==> config.mk <==
export PLATFORM = sky130hd
export DESIGN_NAME = codificador_instrucao
export DESIGN_NICKNAME = d
export VERILOG_FILES = /design/src/rtl/codificador_pkg.sv /design/src/rtl/codificador_instrucao_fila.sv /design/src/rtl/codificador_instrucao.sv
export SDC_FILE = /design/constraint.sdc
export NUM_CORES = 1
export LEC_CHECK = 0
export CAP_MARGIN = 20
export CORE_ASPECT_RATIO = 0.9
export CORE_MARGIN = 2
export CORE_UTILIZATION = 30
export CTS_BUF_LIST = sky130_fd_sc_hd__clkbuf_4
export CTS_CLUSTER_DIAMETER = 150
export CTS_CLUSTER_SIZE = 16
export DETAILED_ROUTE_END_ITERATION = 7
export GPL_ROUTABILITY_DRIVEN = 1
export SLEW_MARGIN = 20
export SYNTH_ARGS = -nofsm -noshare
export SYNTH_HDL_FRONTEND = slang
export SYNTH_SLANG_ARGS = --single-unit
==> constraint.sdc <==
create_clock -name clk -period 5 [get_ports clk]
set_clock_uncertainty 0.2 [all_clocks]
set_input_delay 1 -clock clk [delete_from_list [all_inputs] [get_ports clk]]
set_output_delay 1 -clock clk [all_outputs]
set_load 0.01 [all_outputs]
==> src/rtl/codificador_pkg.sv <==
// codificador_pkg: shared constants and the command encoding function for
// the instruction encoder.
//   OP_CARGA_A / OP_CARGA_B : instruction words for "load A" / "load B"
//   SEL_*                   : values of the 2-bit register-select field
//   codifica(sel, ula)      : returns {ilegal, word[3:0]}
package codificador_pkg;

    localparam logic [3:0] OP_CARGA_A = 4'b0000;
    localparam logic [3:0] OP_CARGA_B = 4'b0001;

    localparam logic [1:0] SEL_A      = 2'b10;
    localparam logic [1:0] SEL_B      = 2'b01;
    localparam logic [1:0] SEL_ULA    = 2'b00;
    localparam logic [1:0] SEL_ILEGAL = 2'b11;

    // ALU codes 0000 and 0001 would collide with the load words, so an ALU
    // command carrying them is rejected as illegal.
    function automatic logic [4:0] codifica(input logic [1:0] sel,
                                            input logic [3:0] ula);
        logic [4:0] res;
        res = {1'b1, 4'b0000};
        case (sel)
            SEL_A:   res = {1'b0, OP_CARGA_A};
            SEL_B:   res = {1'b0, OP_CARGA_B};
            SEL_ULA: begin
                if (ula >= 4'b0010) res = {1'b0, ula};
                else                res = {1'b1, 4'b0000};
            end
            default: res = {1'b1, 4'b0000};
        endcase
        return res;
    endfunction

endpackage

==> src/rtl/codificador_instrucao_fila.sv <==
// fila_instrucao: PROF x W synchronous FIFO.
//   push/din   : write din when not full
//   pop/dout   : dout is the head entry; pop removes it when not empty
//   full/empty : occupancy flags derived from nivel
//   nivel      : occupancy 0..PROF
// PROF must be a power of 2 so the pointers wrap by natural overflow.
module fila_instrucao #(
    parameter int PROF = 4,
    parameter int W    = 4
) (
    input  logic                    clk,
    input  logic                    rst_n,
    input  logic                    push,
    input  logic                    pop,
    input  logic [W-1:0]            din,
    output logic [W-1:0]            dout,
    output logic                    full,
    output logic                    empty,
    output logic [$clog2(PROF):0]   nivel
);

    localparam int AW = $clog2(PROF);

    logic [W-1:0]  mem [PROF];
    logic [AW-1:0] wr_ptr;
    logic [AW-1:0] rd_ptr;
    logic          do_push;
    logic          do_pop;

    assign full    = (nivel == (AW+1)'(PROF));
    assign empty   = (nivel == '0);
    assign do_push = push && !full;
    assign do_pop  = pop && !empty;
    assign dout    = mem[rd_ptr];

    always_ff @(posedge clk or negedge rst_n) begin
        if (!rst_n) begin
            wr_ptr <= '0;
            rd_ptr <= '0;
            nivel  <= '0;
        end else begin
            if (do_push) wr_ptr <= wr_ptr + AW'(1);
            if (do_pop)  rd_ptr <= rd_ptr + AW'(1);
            case ({do_push, do_pop})
                2'b10:   nivel <= nivel + (AW+1)'(1);
                2'b01:   nivel <= nivel - (AW+1)'(1);
                default: nivel <= nivel;
            endcase
        end
    end

    // Storage needs no reset: entries are only visible through rd_ptr/nivel.
    always_ff @(posedge clk) begin
        if (do_push) mem[wr_ptr] <= din;
    end

endmodule

==> src/rtl/codificador_instrucao.sv <==
// codificador_instrucao: encodes register-select / ALU-op commands into the
// 4-bit decoder instruction word, buffers them and issues them downstream.
//   cmd_valid/cmd_ready     : command handshake in
//   cmd_reg_a_b, cmd_ula    : command fields
//   saida/saida_valid/ready : encoded word handshake out
//   nivel                   : FIFO occupancy 0..PROF
//   erro                    : sticky flag, an illegal command was accepted
// Optional feature macro: CODIFICADOR_BYPASS_EN (empty-FIFO combinational
// bypass from cmd_* to saida*). Default build has no such path.
//
// Handshakes: a transfer happens on a rising edge where valid && ready.
// The producer holds data stable while valid && !ready. cmd_ready depends
// only on registered occupancy, never on saida_ready.
module codificador_instrucao
    import codificador_pkg::*;
#(
    parameter int PROF = 4
) (
    input  logic                    clk,
    input  logic                    rst_n,
    input  logic                    cmd_valid,
    output logic                    cmd_ready,
    input  logic [1:0]              cmd_reg_a_b,
    input  logic [3:0]              cmd_ula,
    output logic [3:0]              saida,
    output logic                    saida_valid,
    input  logic                    saida_ready,
    output logic [$clog2(PROF):0]   nivel,
    output logic                    erro
);

    logic       full;
    logic       empty;
    logic [3:0] cabeca;
    logic [4:0] cod;
    logic       ilegal;
    logic [3:0] palavra;
    logic       aceita;
    logic       bypass;
    logic       push;
    logic       pop;

    assign cod     = codifica(cmd_reg_a_b, cmd_ula);
    assign ilegal  = cod[4];
    assign palavra = cod[3:0];

    assign cmd_ready = !full;
    assign aceita    = cmd_valid && cmd_ready;

`ifdef CODIFICADOR_BYPASS_EN
    // Word goes straight out when nothing is queued ahead of it and the
    // consumer takes it this cycle; it is then never written to the FIFO.
    assign bypass = aceita && !ilegal && empty && saida_ready;
`else
    assign bypass = 1'b0;
`endif

    assign push = aceita && !ilegal && !bypass;
    assign pop  = !empty && saida_ready;

    assign saida_valid = !empty || bypass;
    // Forced to zero when idle so saida reads 0000 out of reset.
    assign saida = bypass ? palavra : (empty ? 4'b0000 : cabeca);

    fila_instrucao #(
        .PROF (PROF),
        .W    (4)
    ) u_fila (
        .clk   (clk),
        .rst_n (rst_n),
        .push  (push),
        .pop   (pop),
        .din   (palavra),
        .dout  (cabeca),
        .full  (full),
        .empty (empty),
        .nivel (nivel)
    );

    always_ff @(posedge clk or negedge rst_n) begin
        if (!rst_n)                erro <= 1'b0;
        else if (aceita && ilegal) erro <= 1'b1;
    end

endmodule

# == After elaboration in Yosys (flattened, before gate mapping) ==
# Memories as Yosys holds them, arrays and structs flattened.
# Index checks and enable logic that the tools add are counted.
# W data, S select, Z words.
# classes
eq_ne,5
n_mux,6
n_addsub,4
n_lt_le_gt_ge,1
reduce_logical,12
# op_table
op,count
$pmux W5 S3,1
$logic_and A1 B1 Y1,6
$pmux W3 S2,1
$mux W5,1
$add A2 B1 Y2 const B,2
$eq A2 B1 Y1 const B,2
$eq A2 B2 Y1 const B,2
$ge A4 B2 Y1 const B,1
$mux W4,1
$add A3 B1 Y3 const B,1
$eq A3 B3 Y1 const B,1
$logic_not A1 Y1,3
$logic_not A3 Y1,1
$sub A3 B1 Y3 const B,1
$logic_not A2 Y1,1
$mux W1,2
$reduce_bool A2 Y1,1
# totals
input_bits,10
register_bits,8
output_inout_bits,10
mem_bits_rw,16
memories,1
# mem_list
name,depth,width,rd,rd_ports_with_merged_regs,wr,line,rtl
u_fila.mem,4,4,1,0,1,codificador_instrucao_fila.sv:24,logic [W-1:0] mem [PROF];

# == Depth between registers and ports, before layout ==
# depth
ltp_word,8
depth_mapped,9

# == Hierarchy ==
# Synthesis repeated with hierarchy kept, for this count alone.
# unflattened
hier_cells,80
area_unflattened_um2,1194.9
# by_module_without_submodules
mod,seq_area_each_um2,n_inst,cells_each,area_each_um2
fila_instrucao,655.6,1,58,1017.2
codificador_instrucao,25.0,1,22,177.7

# == Worst setup path before layout ==
# No wires, ideal clock.
# synth_timing
kind,input to register
startpoint,in cmd_ula[3]
endpoint,reg u_fila.nivel[2]
stages,9
arrival_ns,2.517
setup_slack_ns,2.204
t_required_ns,4.721
cell_sequence,nor3_1 > a211oi_4 > inv_1 > ha_1 > inv_1 > fa_1 > xor2_1 > nor2_1 > xor2_1
# synth_via
elab_chain_len,8
elab_cells_between_ends,10
# synth_rtl
item,line,rtl
start: declaration,codificador_instrucao.sv:24,"input logic [3:0] cmd_ula,"
$ge A4 B2 Y1 *,codificador_pkg.sv:26,"if (ula >= 4'b0010) res = {1'b0, ula};"
$mux W5 *,codificador_pkg.sv:26,
$pmux W5 S3 *,codificador_pkg.sv:22,case (sel)
$logic_not A1 Y1 *,codificador_instrucao.sv:58,assign push = aceita && !ilegal && !bypass;
$logic_and A1 B1 Y1 *,codificador_instrucao.sv:58,
$logic_and A1 B1 Y1 *,codificador_instrucao_fila.sv:32,assign do_push = push && !full;
$eq A2 B1 Y1 or $eq A2 B2 Y1 (tied branches),codificador_instrucao_fila.sv:44,"case ({do_push, do_pop})"
$pmux W3 S2 or $reduce_bool A2 Y1 (tied branches),-,
end signal: assignment,codificador_instrucao_fila.sv:45,2'b10: nivel <= nivel + (AW+1)'(1);
end signal: assignment,codificador_instrucao_fila.sv:46,2'b01: nivel <= nivel - (AW+1)'(1);
end signal: assignment,codificador_instrucao_fila.sv:47,default: nivel <= nivel;
end: declaration,codificador_instrucao_fila.sv:19,output logic [$clog2(PROF):0] nivel
# Every way passes the cells marked *; elsewhere a longest branch is shown, timed or not.
# A chain may end at the register's enable or synchronous reset.

# == Worst setup path in the final report ==
# layout_timing
startpoint,reg u_fila.rd_ptr[0]
endpoint,out saida[3]
# layout_via
elab_chain_len,2
# layout_rtl
item,line,rtl
start: declaration,codificador_instrucao_fila.sv:26,logic [AW-1:0] rd_ptr;
start signal: assignment,codificador_instrucao_fila.sv:43,if (do_pop) rd_ptr <= rd_ptr + AW'(1);
$mem_v2 Z4 W4,-,
$mux W4,codificador_instrucao.sv:63,assign saida = bypass ? palavra : (empty ? 4'b0000 : cabeca);
end: declaration,codificador_instrucao.sv:25,"output logic [3:0] saida,"
# No other way between the ends.

==> metrics.md <==
| Metric | Value |
|---|---|
| Result of the run | `completed` |
| Timing startpoint of the critical path | `u_fila.rd_ptr[0]` |
| Fillers | `341` |
| Number of rows created at floorplan | `21` |
| Worst hold path type | `reg2reg` |
| Root buf cell | `clkbuf_4` |
| Area share of the leading cell type in the synthesized netlist | `0.418` |
| Initial antenna violation count | `0` |
| Via Count | `641` |
| Routability cong. | `0.721` |
| Post-route minimum period | `3.26 ns` |
| Mapped Nets | `93` |
| Required time at the worst-slack endpoint | `3.80 ns` |
| Number of global-route vias before repair | `675` |
| Post-synthesis register bit count | `24` |
| Post-Route Setup TNS | `0 ns` |
| Most area-hungry cell type in the Yosys netlist | `edfxtp_1` |
| Finish-stage setup viols | `0` |
| Synthesized instance count | `77` |
| X dimension of the die | `69.3 um` |
| Net total in the final layout | `115` |
| Final max-slew violation count | `0` |
| Area growth from synthesis to final layout | `22.4%` |
| Worst slew slack as a fraction of its limit | `0.662` |
| WHS | `0.291 ns` |
| Number of cell instances on the worst register-to-register path | `9` |
| Peak fanout along the critical path | `6` |
| Mean instance size in the synthesized netlist | `14.9 sq um` |
| Fin cells | `144` |
| Total gr overflow | `0` |
| Clock Tree Buf Depth | `2` |
| Pwr dens | `502 nW/um^2` |
| Total I/O pin count | `20` |
| Clock edge transition at the registers on the reported setup and hold paths | `0.13 ns` |
| FMAX | `307 MHz` |
| Average detailed-routed wire length per instance | `13.2 um` |
| TritonCTS clock tree | `done` |
| Vert. Die Dim | `62.7 um` |
| Category of the worst setup path capture point | `output pin` |
| Buffers inserted by post-CTS timing repair | `0` |
| Seq/Total Area, Yosys | `0.592` |
| Area of all sequential standard cells | `681 sq um` |
| Clock tree sinks | `24` |
| Largest cells by area after synthesis | `edfxtp_1 42%, dfrtp_1 17%, mux4_2 7.8%` |
| Reg2reg end | `u_fila.nivel[2]` |
| Remaining design rule violation count | `0` |
| Routed Wire Length | `1900 um` |
| Antenna-violating nets left | `0` |
| # Max-Cap Violations | `0` |
| DR iter-0 viols | `27` |
| Maximum number of pins on one net before global-route repair | `14` |
| RSZ-0062 raised after global routing | `no` |
| Finished Core Util | `0.380` |
| Count of warnings emitted by yosys | `0` |
| Global-route wire length before repair | `3370 um` |
| Post-route clock period utilization | `0.652` |
| CTS H-tree lvls | `1` |
| Number of buffers inserted during clock tree synthesis | `3` |
| IR Drop Worst-Case VDD | `0.161 mV` |
| Global router's overall resource usage | `0.0972` |
| Post-placement cell count | `140` |
| Core box area | `3700 sq um` |
| Critical path start-end classification | `reg2out` |
| Netlist Area Pre-Place | `1150 sq um` |
| Starting density of the core | `0.310` |
| Critical path launch point type | `register` |
| Detailed-routing iteration count for the pre-antenna-repair pass | `4` |
| Antenna cell count | `0` |
| Hold violation count in the final report | `0` |
| Area enclosed by the die boundary | `4340 sq um` |
| Static Leak | `0.534 nW` |
| Arrival time of data at the critical path endpoint | `2.06 ns` |
| Buffers added on ports | `19` |
| Via density | `4.45` |
| CTS Hold Buffers Added | `0` |
| Post-DP HPWL | `1480 um` |
| Startpoint of the worst register-to-register path | `u_fila.nivel[0]` |
| Worst-Margin Slew | `0.506 ns` |
| Area taken by multi-input logic gates | `427 sq um` |
| Cell variety after synth | `25` |
| Post-CTS resize count | `0` |
| R2r setup slk | `2.59 ns` |
| Worst setup path endpoint | `saida[3]` |
| Layout cells sized above 1 | `0.122` |
| Clock latency reported for the late side of the worst-skew pair | `0.30 ns` |
## cell usage after synthesis, drive strengths merged
cell type,instances
a211oi,1
a21bo,2
a21oi,1
a31o,1
and2,12
buf,2
dfrtp,8
edfxtp,16
fa,1
ha,5
inv,7
mux2,1
mux2i,1
mux4,4
nand2,1
nand3,1
nor2,3
nor3,1
nor3b,1
or3,2
xnor2,3
xor2,3
## cell type report
| class | instances | area share |
|---|---|---|
| inverters | 7 | 0.0187 |
| clock buffers | 3 | 0.0160 |
| flip-flops and latches | 24 | 0.484 |
| repair buffers | 19 | 0.135 |
| well taps | 46 | 0.0409 |
| clock inverters | 1 | 0.00267 |
| multi-input cells | 44 | 0.303 |
## power by group
group,switching (mW),internal [mW]
combinational,0.126,0.186
clock,0.0528,0.0291
sequential,0.0483,0.265
total,0.227,0.480
## stage by stage
step | power, mW | cell area [sq um] | setup WS [ns]
5_1_grt | 0.765 | 1410 | 1.63
4_1_cts | 0.720 | 1410 | 1.70
2_1_floorplan | 0.509 | 1150 | 2.20
3_3_place_gp | 0.624 | 1380 | 1.65
6_report | 0.707 | 1410 | 1.74
3_5_place_dp | 0.634 | 1380 | 1.60
## worst max-delay path: stages (launching register included)
cell	delay, ns
dfrtp_1	0.57
mux4_2	0.54
and2_1	0.17
clkdlybuf4s50_1	0.47
## flip-flops by register name (all words and copies together), names as in the netlist
| register | count |
|---|---|
| u_fila.wr_ptr | 2 |
| erro | 1 |
| u_fila.nivel | 3 |
| u_fila.mem | 16 |
| u_fila.rd_ptr | 2 |
## placed cells by master, fill, tap and decap left out
master           count
xor2_1               3
clkdlybuf4s50_1     19
nand3_1              1
clkbuf_4             3
nor2_1               3
a21oi_1              1
mux2i_1              1
a21bo_1              1
clkinv_1             1
and2_4               1
edfxtp_1            16
nand2_1              1
fa_1                 1
mux4_2               4
a31o_2               1
xnor2_1              3
inv_1                7
a211oi_4             1
ha_1                 5
nor3b_1              1
nor3_1               1
or3_1                2
and2_1              11
a21bo_2              1
mux2_4               1
dfrtp_1              8
## how the worst min path moves through the flow
| stage | slack [ns] | end | startpoint | cells past startpoint |
|---|---|---|---|---|
| finish | 0.29 | erro | erro | 1 |
| global route | 0.33 | erro | erro | 1 |
| CTS | 0.30 | erro | erro | 1 |
| detailed placement | 0.26 | erro | erro | 1 |
| global placement | 0.26 | erro | erro | 1 |
| floorplan | 0.31 | erro | erro | 1 |
## per-layer routing
| metal | track usage | vias to the layer above | wire [um] |
|---|---|---|---|
| li1 | - | 307 | - |
| met1 | 0.143 | 312 | 962 |
| met2 | 0.145 | 18 | 843 |
| met3 | 0.0145 | 4 | 63 |
| met4 | 0.0368 | 0 | 30 |
| met5 | 0 | - | 0 |
## cells by family after synthesis
| kind of cell | after synthesis | share of synthesized area |
|---|---|---|
| AO/OA/AOI/OAI | 5 | 0.0468 |
| XOR/XNOR | 6 | 0.0457 |
| adder cells (fa/ha/maj) | 6 | 0.0718 |
| buffers and inverters | 9 | 0.0370 |
| flip-flops | 24 | 0.592 |
| multiplexers | 6 | 0.100 |
| AND/OR/NAND/NOR | 21 | 0.107 |
No activity file was read; power rests on OpenSTA's default activity.
